<file path="config.mk">
export PLATFORM = sky130hd
export DESIGN_NAME = frame_writer
export DESIGN_NICKNAME = d
export VERILOG_FILES = /design/src/rtl/vga_pkg.sv /design/src/rtl/frame_writer_raster_counter.sv /design/src/rtl/frame_writer.sv
export SDC_FILE = /design/constraint.sdc
export NUM_CORES = 1
export LEC_CHECK = 0
export CORE_MARGIN = 3
export CORE_UTILIZATION = 46
export DETAILED_ROUTE_END_ITERATION = 10
export PLACE_DENSITY = 0.75
export SLEW_MARGIN = 20
export SYNTH_ARGS = -nofsm -noshare
export SYNTH_HDL_FRONTEND = slang
export SYNTH_HIERARCHICAL = 1
export SYNTH_SLANG_ARGS = --single-unit
export TNS_END_PERCENT = 100
</file>
<file path="constraint.sdc">
create_clock -name vga_clk -period 3.2 [get_ports vga_clk]
set_clock_uncertainty 0.15 [all_clocks]
set_input_delay 0.48 -clock vga_clk [delete_from_list [all_inputs] [get_ports vga_clk]]
set_output_delay 0.48 -clock vga_clk [all_outputs]
set_load 0.02 [all_outputs]
</file>
<file path="src/rtl/vga_pkg.sv">
// Frame geometry, bus widths and writer FSM encoding shared by the
// frame writer and the VGA pixel printer.
package vga_pkg;

    localparam int ADDR_W    = 18;
    localparam int DATA_W    = 8;
    localparam int POS_W     = 9;
    localparam int BASE_ADDR = 324;
    localparam int FRAME_W   = 300;
    localparam int FRAME_H   = 300;
    localparam int LAST_ADDR = BASE_ADDR + FRAME_W * FRAME_H - 1;

    typedef enum logic [1:0] {
        IDLE,
        WRITE,
        DONE
    } writer_state_t;

endpackage

</file>
<file path="src/rtl/frame_writer_raster_counter.sv">
// Raster position tracker: column, row and the frame-memory address of the
// next pixel, with clear (priority) and increment, plus a last-pixel flag.
module raster_counter
    import vga_pkg::*;
#(
    parameter int BASE_ADDR = vga_pkg::BASE_ADDR,
    parameter int WIDTH     = vga_pkg::FRAME_W,
    parameter int HEIGHT    = vga_pkg::FRAME_H,
    parameter int ADDR_W    = vga_pkg::ADDR_W
) (
    input  logic              vga_clk,
    input  logic              rst,
    input  logic              clr,
    input  logic              inc,
    output logic [POS_W-1:0]  col,
    output logic [POS_W-1:0]  row,
    output logic [ADDR_W-1:0] addr,
    output logic              last
);

    logic [POS_W-1:0]  col_q, col_d;
    logic [POS_W-1:0]  row_q, row_d;
    logic [ADDR_W-1:0] addr_q, addr_d;
    logic              end_of_row;

    assign end_of_row = (col_q == POS_W'(WIDTH - 1));

    always_comb begin
        col_d  = col_q;
        row_d  = row_q;
        addr_d = addr_q;
        if (clr) begin
            col_d  = '0;
            row_d  = '0;
            addr_d = ADDR_W'(BASE_ADDR);
        end else if (inc) begin
            // Addresses are contiguous across row boundaries: no line padding.
            addr_d = addr_q + ADDR_W'(1);
            if (end_of_row) begin
                col_d = '0;
                row_d = row_q + POS_W'(1);
            end else begin
                col_d = col_q + POS_W'(1);
            end
        end
    end

    always_ff @(posedge vga_clk or posedge rst) begin
        if (rst) begin
            col_q  <= '0;
            row_q  <= '0;
            addr_q <= ADDR_W'(BASE_ADDR);
        end else begin
            col_q  <= col_d;
            row_q  <= row_d;
            addr_q <= addr_d;
        end
    end

    assign col  = col_q;
    assign row  = row_q;
    assign addr = addr_q;
    assign last = end_of_row && (row_q == POS_W'(HEIGHT - 1));

endmodule

</file>
<file path="src/rtl/frame_writer.sv">
// Write side of the VGA frame memory: turns a valid/ready pixel stream into
// registered write strobes covering one raster-ordered frame per start.
module frame_writer
    import vga_pkg::*;
#(
    parameter int BASE_ADDR = vga_pkg::BASE_ADDR,
    parameter int WIDTH     = vga_pkg::FRAME_W,
    parameter int HEIGHT    = vga_pkg::FRAME_H,
    parameter int ADDR_W    = vga_pkg::ADDR_W,
    parameter int DATA_W    = vga_pkg::DATA_W
) (
    input  logic              vga_clk,
    input  logic              rst,
    input  logic              start,
    input  logic              abort,
    input  logic              s_valid,
    input  logic [DATA_W-1:0] s_data,
    output logic              s_ready,
    output logic              wr_en,
    output logic [ADDR_W-1:0] wr_addr,
    output logic [DATA_W-1:0] wr_data,
    output logic              busy,
    output logic              frame_done,
    output logic [8:0]        col,
    output logic [8:0]        row
);

    writer_state_t     state_q, state_d;
    logic              accept;
    logic              cnt_inc;
    logic              cnt_clr;
    logic              last_px;
    logic [ADDR_W-1:0] next_addr;

    logic              wr_en_q, wr_en_d;
    logic [ADDR_W-1:0] wr_addr_q, wr_addr_d;
    logic [DATA_W-1:0] wr_data_q, wr_data_d;
    logic              busy_q, busy_d;
    logic              frame_done_q, frame_done_d;

    raster_counter #(
        .BASE_ADDR (BASE_ADDR),
        .WIDTH     (WIDTH),
        .HEIGHT    (HEIGHT),
        .ADDR_W    (ADDR_W)
    ) u_raster (
        .vga_clk (vga_clk),
        .rst     (rst),
        .clr     (cnt_clr),
        .inc     (cnt_inc),
        .col     (col),
        .row     (row),
        .addr    (next_addr),
        .last    (last_px)
    );

    always_ff @(posedge vga_clk or posedge rst) begin
        if (rst) begin
            state_q <= IDLE;
        end else begin
            state_q <= state_d;
        end
    end

    always_comb begin
        state_d = state_q;
        case (state_q)
            IDLE:    if (start) state_d = WRITE;
            WRITE: begin
                if (abort) begin
                    state_d = IDLE;
                end else if (accept && last_px) begin
                    state_d = DONE;
                end
            end
            DONE:    state_d = IDLE;
            default: state_d = IDLE;
        endcase
    end

    // Abort wins over a same-cycle handshake, so that beat is never written.
    always_comb begin
        s_ready      = (state_q == WRITE);
        accept       = s_ready && s_valid && !abort;
        cnt_inc      = accept;
        cnt_clr      = ((state_q == IDLE) && start) || (s_ready && abort) || (accept && last_px);
        wr_en_d      = accept;
        wr_addr_d    = accept ? next_addr : wr_addr_q;
        wr_data_d    = accept ? s_data : wr_data_q;
        frame_done_d = accept && last_px;
        busy_d       = (state_d == WRITE);
    end

    always_ff @(posedge vga_clk or posedge rst) begin
        if (rst) begin
            wr_en_q      <= 1'b0;
            wr_addr_q    <= ADDR_W'(BASE_ADDR);
            wr_data_q    <= '0;
            busy_q       <= 1'b0;
            frame_done_q <= 1'b0;
        end else begin
            wr_en_q      <= wr_en_d;
            wr_addr_q    <= wr_addr_d;
            wr_data_q    <= wr_data_d;
            busy_q       <= busy_d;
            frame_done_q <= frame_done_d;
        end
    end

    assign wr_en      = wr_en_q;
    assign wr_addr    = wr_addr_q;
    assign wr_data    = wr_data_q;
    assign busy       = busy_q;
    assign frame_done = frame_done_q;

endmodule

</file>
-- Word level (Yosys, flattened, before mapping)
Cells that the tools add are included.
- register bits: 67
- input bits: 13
- output and inout port bits: 48
- logic and storage cells: 41
- $add $sub $neg: 3
- eq/ne operators: 4
- muxes and demuxes: 12
- reductions and logical operators: 13
- operators with widths (kind ; count):
    $mux W9 ; 6
    $mux W18 ; 2
    $add A18 B1 Y18 const B ; 1
    $add A9 B1 Y9 const B ; 2
    $eq A9 B9 Y1 const B ; 2
    $logic_and A1 B1 Y1 ; 6
    $mux W2 ; 3
    $eq A2 B1 Y1 const B ; 2
    $pmux W2 S2 ; 1
    $reduce_bool A2 Y1 ; 2
    $logic_not A2 Y1 ; 1
    $logic_or A1 B1 Y1 ; 2
    $reduce_and A2 Y1 ; 1
    $logic_not A1 Y1 ; 1

-- Depth between registers and ports, before layout
Gate-level depths: netlist of the first run.
- depth after elaboration: 8
- gate-level depth with buffers: 12
- depth with buffers taken out: 11

-- Cells and area by module
Netlist of the first run, hierarchy kept.
- by module, submodules not included (module ; times used ; cells an instance ; area each (um2) ; sequential area each (um2)):
    raster_counter ; 1 ; 198 ; 1896.8 ; 904.6
    frame_writer ; 1 ; 73 ; 1216.2 ; 779.5

-- Least setup slack after synthesis of the first run
OpenSTA, ideal clock, no wires.
- path type: reg-to-reg
- from: register u_raster.col_q[0], in the netlist u_raster/col[0]
- to: register u_raster.addr_q[15], in the netlist u_raster/addr[15]
- data arrival time: 3.173 ns
- required time: 2.925 ns
- slack: -0.248 ns
- cell stages (with the launch flop): 13
- path buffers: 1
- clock period less this slack: 3.448 ns
- cells stage by stage: dfrtp_1 -> ha_1 -> nor4b_1 -> nand2_1 -> nor3_1 -> nand2_1 -> nand3b_1 -> and2_1 -> clkbuf_1 -> o211ai_1 -> nor4_2 -> nand4_1 -> mux2_2
- word-level cells in the longest chain between the ends: 5
- elaborated cells between the ends (all ways): 6
- classes of those cells: eq/ne (1); mux (1); reduce/logical (4)
- ends and longest elaborated chain (what ; RTL line ; RTL):
    start: declaration ; frame_writer_raster_counter.sv:21 ; logic [POS_W-1:0] col_q, col_d;
    start signal: assignment ; frame_writer_raster_counter.sv:54 ; col_q <= col_d;
    $eq A9 B9 Y1 * ; frame_writer_raster_counter.sv:26 ; assign end_of_row = (col_q == POS_W'(WIDTH - 1));
    $logic_and A1 B1 Y1 * ; frame_writer_raster_counter.sv:63 ; assign last = end_of_row && (row_q == POS_W'(HEIGHT - 1));
    named net last_px ; frame_writer.sv:32 ; logic last_px;
    $logic_and A1 B1 Y1 * ; frame_writer.sv:86 ; cnt_clr = ((state_q == IDLE) && start) || (s_ready && abort) || (accept && last_px);
    $logic_or A1 B1 Y1 * ; frame_writer.sv:86 ;
    named net cnt_clr ; frame_writer.sv:31 ; logic cnt_clr;
    $mux W18 / $reduce_bool A2 Y1 (equally long branches) ; -- ;
    end signal: assignment ; frame_writer_raster_counter.sv:52 ; addr_q <= ADDR_W'(BASE_ADDR);
    end signal: assignment ; frame_writer_raster_counter.sv:56 ; addr_q <= addr_d;
    end: declaration ; frame_writer_raster_counter.sv:23 ; logic [ADDR_W-1:0] addr_q, addr_d;
Mark *: on every way through the listed nets, which the timed path passes. The rest lies on a longest branch.
A chain may end at the register's enable or synchronous reset.

-- Worst setup path in the final report of the first run
- from: register u_raster.row_q[4], in the netlist u_raster/row[4]
- to: register u_raster.addr_q[15], in the netlist u_raster/addr[15]
- word-level cells in the longest chain between the ends: 5
- elaborated cells between the ends (all ways): 6
- classes of those cells: eq/ne (1); mux (1); reduce/logical (4)
- ends and longest elaborated chain (what ; RTL line ; RTL):
    start: declaration ; frame_writer_raster_counter.sv:22 ; logic [POS_W-1:0] row_q, row_d;
    start signal: assignment ; frame_writer_raster_counter.sv:55 ; row_q <= row_d;
    $eq A9 B9 Y1 * ; frame_writer_raster_counter.sv:63 ;
    $logic_and A1 B1 Y1 * ; frame_writer_raster_counter.sv:63 ;
    named net last_px ; frame_writer.sv:32 ;
    $logic_and A1 B1 Y1 * ; frame_writer.sv:86 ;
    $logic_or A1 B1 Y1 * ; frame_writer.sv:86 ;
    named net cnt_clr ; frame_writer.sv:31 ;
    $mux W18 / $reduce_bool A2 Y1 (equally long branches) ; -- ;
Marks and branches as above.

==> results by group, run 1 <==
Status
  • Outcome: completed

Logic synthesis
  • #FFs+latches synth: 67
  • Post-synthesis cell count: 271
  • Yosys warning count: 6
  • Yosys cell types: 46
  • Post-synth EDFFs: 0
  • Syn Area/Cell: roughly 11 um2
  • Async S/R FF share, synth: 100%
  • Syn Std Cell Area: just over 3000 um2
  • Syn_nets: between 200 and 300
  • Primary FF master, synth: dfrtp_1
  • Post-synthesis sequential area ratio: 54.1%

Finish
  • Nets: between 300 and 400
  • P&R area growth vs syn: 32.2%
  • # diodes: 0
  • Commonest cells after routing, fill and taps aside: dfrtp_1 (61), clkdlybuf4s50_1 (60), nor2_1 (31)
  • Share of layout cells above drive strength 1: roughly a quarter
  • Commonest non-fill, non-tap cell in the layout: dfrtp_1

STA
  • Final Cycle Share: approximately 95%
  • Post-layout min period: just over 3 ns
  • Max Clk Rate: ~0.33 GHz
  • Final worst slack: about 0.16 ns
  • WHS: approximately 0.36 ns
  • Slew HR: ~68%
  • Setup TNS: 0 ns
  • Final Hold Vio Count: 0
  • Slew @ Worst Pin: about 0.48 ns
  • Final Setup Violations: 0
  • Unrepaired setup endpoints after global routing: false
  • Final Max Tran Viols: 0

Detailed routing
  • Avg WL per Cell: between 15 and 20 um
  • Drt total wl: approximately 6.8 mm
  • Residual DRC: 0
  • Starting DRT DRC Count: between 100 and 150
  • Pre-antenna DRT Iters: 4
  • Vias per cell: between 5 and 6
  • Via count: 2366
  • Post-DRT Antenna Nets: 0

Setup path
  • Family with the most delay on the worst path: simple AND/OR/NAND/NOR gates
  • Critical Path AT: roughly 3.1 ns
  • Kind of critical path: reg2reg
  • Slowest CP cell: or4b_2
  • Critical-path cell list: or4b_2 > nor3_2 > nand2_1 > nand3b_1 > and2_2 > o211ai_1 > nor4_4 > nand4_1 > mux2_2
  • CP bufs+invs: 0
  • Crit-path max FO: 5
  • Max stage delay on crit path: approximately 0.69 ns
  • Crit start category: flop
  • Crit path required time: ~3.3 ns
  • CP Capture Type: flop

Job
  • Max-cap viol count: 0

Power
  • Power Density: 436 nW/um2
  • Leakage: around 0.0017 uW
  • Peak supply drop: between 0.0002 and 0.0003 V

Die
  • Die X: around 88 um
  • Die area: 7790 um2
  • Core area: between 6000 and 7000 um2
  • Starting Density: 48.2%
  • Row count: 29
  • IO Pins: 61
  • DIE HEIGHT: between 80 and 90 um

Global routing
  • GRT overflow: 0
  • Vias in the first global route: between 2000 and 2500
  • Global-route wire length before repair: about 11 mm
  • Total GRT Usage: between 10% and 20%
  • Largest net degree at the start of global routing: 37
  • Antenna violations before repair: 0

Min path
  • Tightest Hold Check Type: reg2reg

CTS
  • CTS sink cnt: 67
  • CTS Buf Count: 9
  • Clock root cell: clkbuf_8
  • CTS clk-pin slew, worst paths: roughly 0.070 ns
  • Hold-fix buffers at CTS: 0
  • Clk buf depth: 2
  • CTS tree: built
  • H-tree levels: 3
  • Worst skew pair latency: about 0.33 ns

Placement
  • Place WS: between 0.01 and 0.015 ns
  • Routability Congestion: just under 0.9
  • Dpl hpwl: roughly 4.7 mm
  • # port buffers: 60
[per-stage QoR]
| step | std cells | util [%] | cell area, um2 | total power (uW) |
|---|---|---|---|---|
| finish | 433 | 63.7 | 4120 | 1800 |
| global route | 433 | 63.7 | 4120 | 1880 |
| CTS | 426 | 62.4 | 4030 | 1820 |
| detailed placement | 410 | 59.7 | 3850 | 1200 |
| global placement | 410 | 59.7 | 3850 | 1200 |
| floorplan | 271 | - | 3130 | 1080 |
[layout make-up]
| type | instances | area (um2) |
|---|---|---|
| clock buffers | 11 | 141 |
| clock inverters | 5 | 28.8 |
| fillers | 519 | 2340 |
| inverters | 7 | 26.3 |
| multi-input cells | 185 | 1380 |
| flip-flops and latches | 67 | 1680 |
| well taps | 77 | 96.3 |
| repair buffers | 81 | 758 |
[final timing paths]
path,from,endpoint,slack [ns],depth (start not counted)
setup / recovery,u_raster/row[4],u_raster/addr[15],0.16,9
hold / removal,wr_data[4],wr_data[4],0.36,1
max in group asynchronous,rst,u_raster/addr[2],2.11,3
hold reg to reg,wr_data[4],wr_data[4],0.36,1
setup reg to reg,u_raster/row[4],u_raster/addr[15],0.16,9
min in group asynchronous,rst,wr_data[2],0.40,3
[worst register-to-register path, cell delays in order, from the launching register on]
cell      delay, ns
dfrtp_1        0.39
or4b_2         0.69
nor3_2         0.22
nand2_1        0.08
nand3b_1       0.12
and2_2         0.21
o211ai_1       0.19
nor4_4         0.41
nand4_1        0.17
mux2_2         0.30
[Yosys cell counts (2+ instances only)]
master	count	area, um2
a21oi_1	9	45.0
a31o_2	3	26.3
a31oi_1	2	12.5
and2_1	4	25.0
and3_1	2	12.5
clkbuf_1	7	26.3
dfrtp_1	61	1530
dfstp_2	6	158
ha_1	3	37.5
inv_1	7	26.3
mux2_2	20	225
mux2_4	7	105
mux2i_1	3	30.0
nand2_1	12	45.0
nand2b_1	4	25.0
nand3_1	5	25.0
nand3b_1	2	15.0
nand4_1	14	87.6
nand4b_1	2	17.5
nor2_1	31	116
nor3_1	9	45.0
nor4_1	9	56.3
o2111ai_1	2	17.5
o211ai_1	3	22.5
o21ai_0	2	10.0
or3b_2	2	17.5
or4_1	2	15.0
xnor2_1	15	131
xor2_1	6	52.6
[registers in the layout, indices dropped and copies added, names as in the netlist]
name and flops:
u_raster/col 9, u_raster/addr 18, state_q 2, u_raster/row 9, busy 1, wr_data 8
wr_en 1, wr_addr 18, frame_done 1
[routing by layer]
layer	global-route usage (%)	up-vias	wire, um
li1	-	1126	-
met1	26.4	1154	3050
met2	28.3	76	3330
met3	3.35	10	321
met4	7.42	0	114
met5	0	-	0
[cell families (layout without fill, tap and decap cells)]
group	count (synthesis)	in the layout	share of synthesized area, %
AO/OA/AOI/OAI	24	24	5.06
XOR/XNOR	21	21	5.91
adder cells (fa/ha/maj)	3	3	1.21
buffers and inverters	19	104	3.22
flip-flops	67	67	54.1
multiplexers	30	30	11.6
AND/OR/NAND/NOR	107	107	18.9
[timing repair]
item,4_1_cts,5_1_grt
resized for setup,1,6
pin swaps,0,4
endpoints found under the hold margin,0,0
setup endpoints to repair,1,11
buffers inserted,0,7
[power breakdown]
part	internal [uW]	leakage [uW]	switching [uW]	total (uW)
clock	298	0.0000928	309	607
combinational	140	0.000759	141	281
sequential	886	0.000893	21.3	908
total	1320	0.00175	471	1800
(Power assumes the default switching activity.)
==> run 2, diff against run 1 <==
--- a/config.mk
+++ b/config.mk
@@ -5,6 +5,7 @@
 export SDC_FILE = /design/constraint.sdc
 export NUM_CORES = 1
 export LEC_CHECK = 0
+export ABC_CLOCK_PERIOD_IN_PS = 2470
 export CORE_MARGIN = 3
 export CORE_UTILIZATION = 46
 export DETAILED_ROUTE_END_ITERATION = 10
==> constraint.sdc (replaced) <==
create_clock -name vga_clk -period 2.47 [get_ports vga_clk]
set_clock_uncertainty 0.15 [all_clocks]
set_input_delay 0.3705 -clock vga_clk [delete_from_list [all_inputs] [get_ports vga_clk]]
set_output_delay 0.3705 -clock vga_clk [all_outputs]
set_load 0.02 [all_outputs]
==> run 2 against run 1 <==
The flow now finishes with violations (setup timing). Flip-flop and latch count stayed put. Core utilization is 4.2 points higher. Critical endpoint is now u_raster/addr[9]. Worst setup slack worse by 0.27 ns. First-iteration DRC count is 7.7% higher. Largest cell class unchanged. Global-route usage is 1.4 points higher. Count of clock-buffer cells in the layout is 2 higher. Hold slack worse by 0.070 ns. Maximum frequency is 18% higher. Routed wire length is 4.5% higher. Combinational power is 38% higher. Critical path depth is 1 higher. Sequential power is 30% higher.
==> results by group, run 2 (synthesis results as in run 1) <==
Status
  • Outcome: finished, violations left (was completed)
  • Failing checks: setup timing

CTS
  • CTS clk-pin slew, worst paths: 0.07 ns (about the same)
  • Clock root cell: clkbuf_8 (unchanged)
  • Worst skew pair latency: 0.34 ns (was 0.33 ns)
  • H-tree levels: 3 (unchanged)
  • Clk buf depth: 2 (unchanged)
  • CTS Buf Count: 9 (unchanged)
  • CTS sink cnt: 67 (unchanged)
  • Hold-fix buffers at CTS: 0 (unchanged)
  • CTS tree: built (unchanged)

Power
  • Leakage: 0.00190 uW (was 0.00175 uW)
  • Peak supply drop: 0.000376 V (was 0.000278 V)
  • Power Density: 558 nW/um2 (was 436 nW/um2)

STA
  • Post-layout min period: 2.58 ns (was 3.04 ns)
  • Final Max Tran Viols: 0 (unchanged)
  • WHS: 0.287 ns (was 0.357 ns)
  • Unrepaired setup endpoints after global routing: true (was false)
  • Max Clk Rate: 0.388 GHz (was 0.329 GHz)
  • Final Hold Vio Count: 0 (unchanged)
  • Slew @ Worst Pin: 0.484 ns (was 0.482 ns)
  • Setup TNS: -0.784 ns (was 0 ns)
  • Final worst slack: -0.109 ns (was 0.161 ns)
  • Final Cycle Share: 104% (was 95.0%)
  • Final Setup Violations: 10 (was 0)
  • Slew HR: 67.7% (was 67.9%)

Global routing
  • Largest net degree at the start of global routing: 37 (unchanged)
  • Total GRT Usage: 20.0% (was 18.5%)
  • Antenna violations before repair: 0 (unchanged)
  • Vias in the first global route: 2452 (was 2305)
  • GRT overflow: 0 (unchanged)
  • Global-route wire length before repair: 12.0 mm (was 11.3 mm)

Die
  • DIE HEIGHT: 88.3 um (unchanged)
  • Die area: 7790 um2 (unchanged)
  • IO Pins: 61 (unchanged)
  • Die X: 88.3 um (unchanged)
  • Row count: 29 (unchanged)
  • Starting Density: 48.2% (unchanged)
  • Core area: 6460 um2 (unchanged)

Finish
  • Nets: 391 (was 367)
  • Filler cell count: 511 (was 519)
  • Commonest non-fill, non-tap cell in the layout: clkdlybuf4s50_1 (was dfrtp_1)
  • P&R area growth vs syn: 41.0% (was 32.2%)
  • Share of layout cells above drive strength 1: 32.1% (was 24.2%)
  • Fin cells: 457 (was 433)
  • # diodes: 0 (unchanged)
  • Final Util: 68.0% (was 63.7%)
  • Commonest cells after routing, fill and taps aside: clkdlybuf4s50_1 (60), dfrtp_1 (57), buf_4 (44) (was dfrtp_1 (61), clkdlybuf4s50_1 (60), nor2_1 (31))
  • Fin area: 4390 um2 (was 4120 um2)

Placement
  • Routability Congestion: 0.871 (was 0.868)
  • Placed insts: 433 (was 410)
  • Dpl hpwl: 4.87 mm (was 4.66 mm)
  • # port buffers: 60 (unchanged)
  • Placed Area: 4070 um2 (was 3850 um2)

Detailed routing
  • Pre-antenna DRT Iters: 4 (unchanged)
  • Post-DRT Antenna Nets: 0 (unchanged)
  • Drt total wl: 7.13 mm (was 6.82 mm)
  • Via count: 2459 (was 2366)
  • Avg WL per Cell: 15.6 um (was 15.8 um)
  • Starting DRT DRC Count: 112 (was 104)
  • Vias per cell: 5.38 (was 5.46)
  • Residual DRC: 0 (unchanged)

Setup path
  • Slowest CP cell: or4b_4 (was or4b_2)
  • Critical-path cell list: or4b_4 > nor3_4 > nand2_1 > nand3b_1 > and2_4 > o211ai_1 > nor4_2 > buf_4 > xnor2_2 > nor2_1 (was or4b_2 > nor3_2 > nand2_1 > nand3b_1 > and2_2 > o211ai_1 > nor4_4 > nand4_1 > mux2_2)
  • Crit-path max FO: 4 (was 5)
  • Crit start category: flop (unchanged)
  • Max stage delay on crit path: 0.55 ns (was 0.69 ns)
  • Critical Path AT: 2.66 ns (was 3.11 ns)
  • WP depth: 10 (was 9)
  • Kind of critical path: reg2reg (unchanged)
  • Crit path required time: 2.55 ns (was 3.27 ns)
  • CP bufs+invs: 1 (was 0)
  • CP Capture Type: flop (unchanged)
  • Family with the most delay on the worst path: simple AND/OR/NAND/NOR gates (unchanged)
  • R2R depth: 10 (was 9)

Job
  • Max-cap viol count: 0 (unchanged)

Min path
  • Tightest Hold Check Type: in2async (was reg2reg)
-- run 2: cell types whose count changed in the layout (fill, tap and decap cells not counted), sizes merged --
cell,delta
clkbuf,+2
clkinv,-4
clkinvlp,+2
buf,+24
-- run 2: layer usage --
layer	global-route usage [%]	part of all wire [%]
met1	27.0	46
met2	32.2	49
met3	3.45	3.1
met4	7.83	1.9
met5	0	0
-- run 2: cell type report --
cell class              instances  area [um2]  area share (%)
flip-flops and latches         67        1690            38.5
multi-input cells             185        1440            32.7
repair buffers                105         942            21.5
clock buffers                  13         179            4.08
well taps                      77        96.3            2.19
inverters                       7        26.3           0.599
clock inverters                 3        20.0           0.456
-- run 2: worst min-delay path, delay by kind of cell --
| family | cells | cell delay (ns) |
|---|---|---|
| buf+inv | 3 | 0.82 |
-- run 2: stage by stage --
step           worst slack [ns]  power [uW]
2_1_floorplan            -0.331        1410
3_3_place_gp            -0.0844        1560
3_5_place_dp             -0.181        1570
4_1_cts                 -0.0800        2470
5_1_grt                  -0.277        2540
6_report                 -0.109        2450
-- run 2: power breakdown --
group,internal [uW],switching [uW]
clock,472,411
sequential,1150,28.6
combinational,198,191
total,1820,630
-- run 2: final timing paths --
check / from / endpoint / slack (ns)
hold reg to reg: wr_addr[11] / wr_addr[11] / 0.35
hold / removal: rst / frame_done / 0.29
setup / recovery: u_raster/row[4] / u_raster/addr[9] / -0.11
max in group asynchronous: rst / u_raster/addr[6] / 1.47
min in group vga_clk: wr_addr[11] / wr_addr[11] / 0.35
setup reg to reg: u_raster/row[4] / u_raster/addr[9] / -0.11
-- run 2: what timing repair did --
| item | CTS | global route |
|---|---|---|
| endpoints found under the setup margin | 14 | 16 |
| gates resized for setup | 7 | 8 |
| buffers inserted | 10 | 1 |
| pin swaps | 0 | 9 |
==> run 3, diff against run 2 <==
--- a/config.mk
+++ b/config.mk
@@ -10,7 +10,7 @@
 export CORE_UTILIZATION = 46
 export DETAILED_ROUTE_END_ITERATION = 10
 export PLACE_DENSITY = 0.75
-export SLEW_MARGIN = 20
+export SLEW_MARGIN = 0
 export SYNTH_ARGS = -nofsm -noshare
 export SYNTH_HDL_FRONTEND = slang
 export SYNTH_HIERARCHICAL = 1
==> results of run 3 <==
No change in the layout: final DEF, timing and power equal those of run 2.
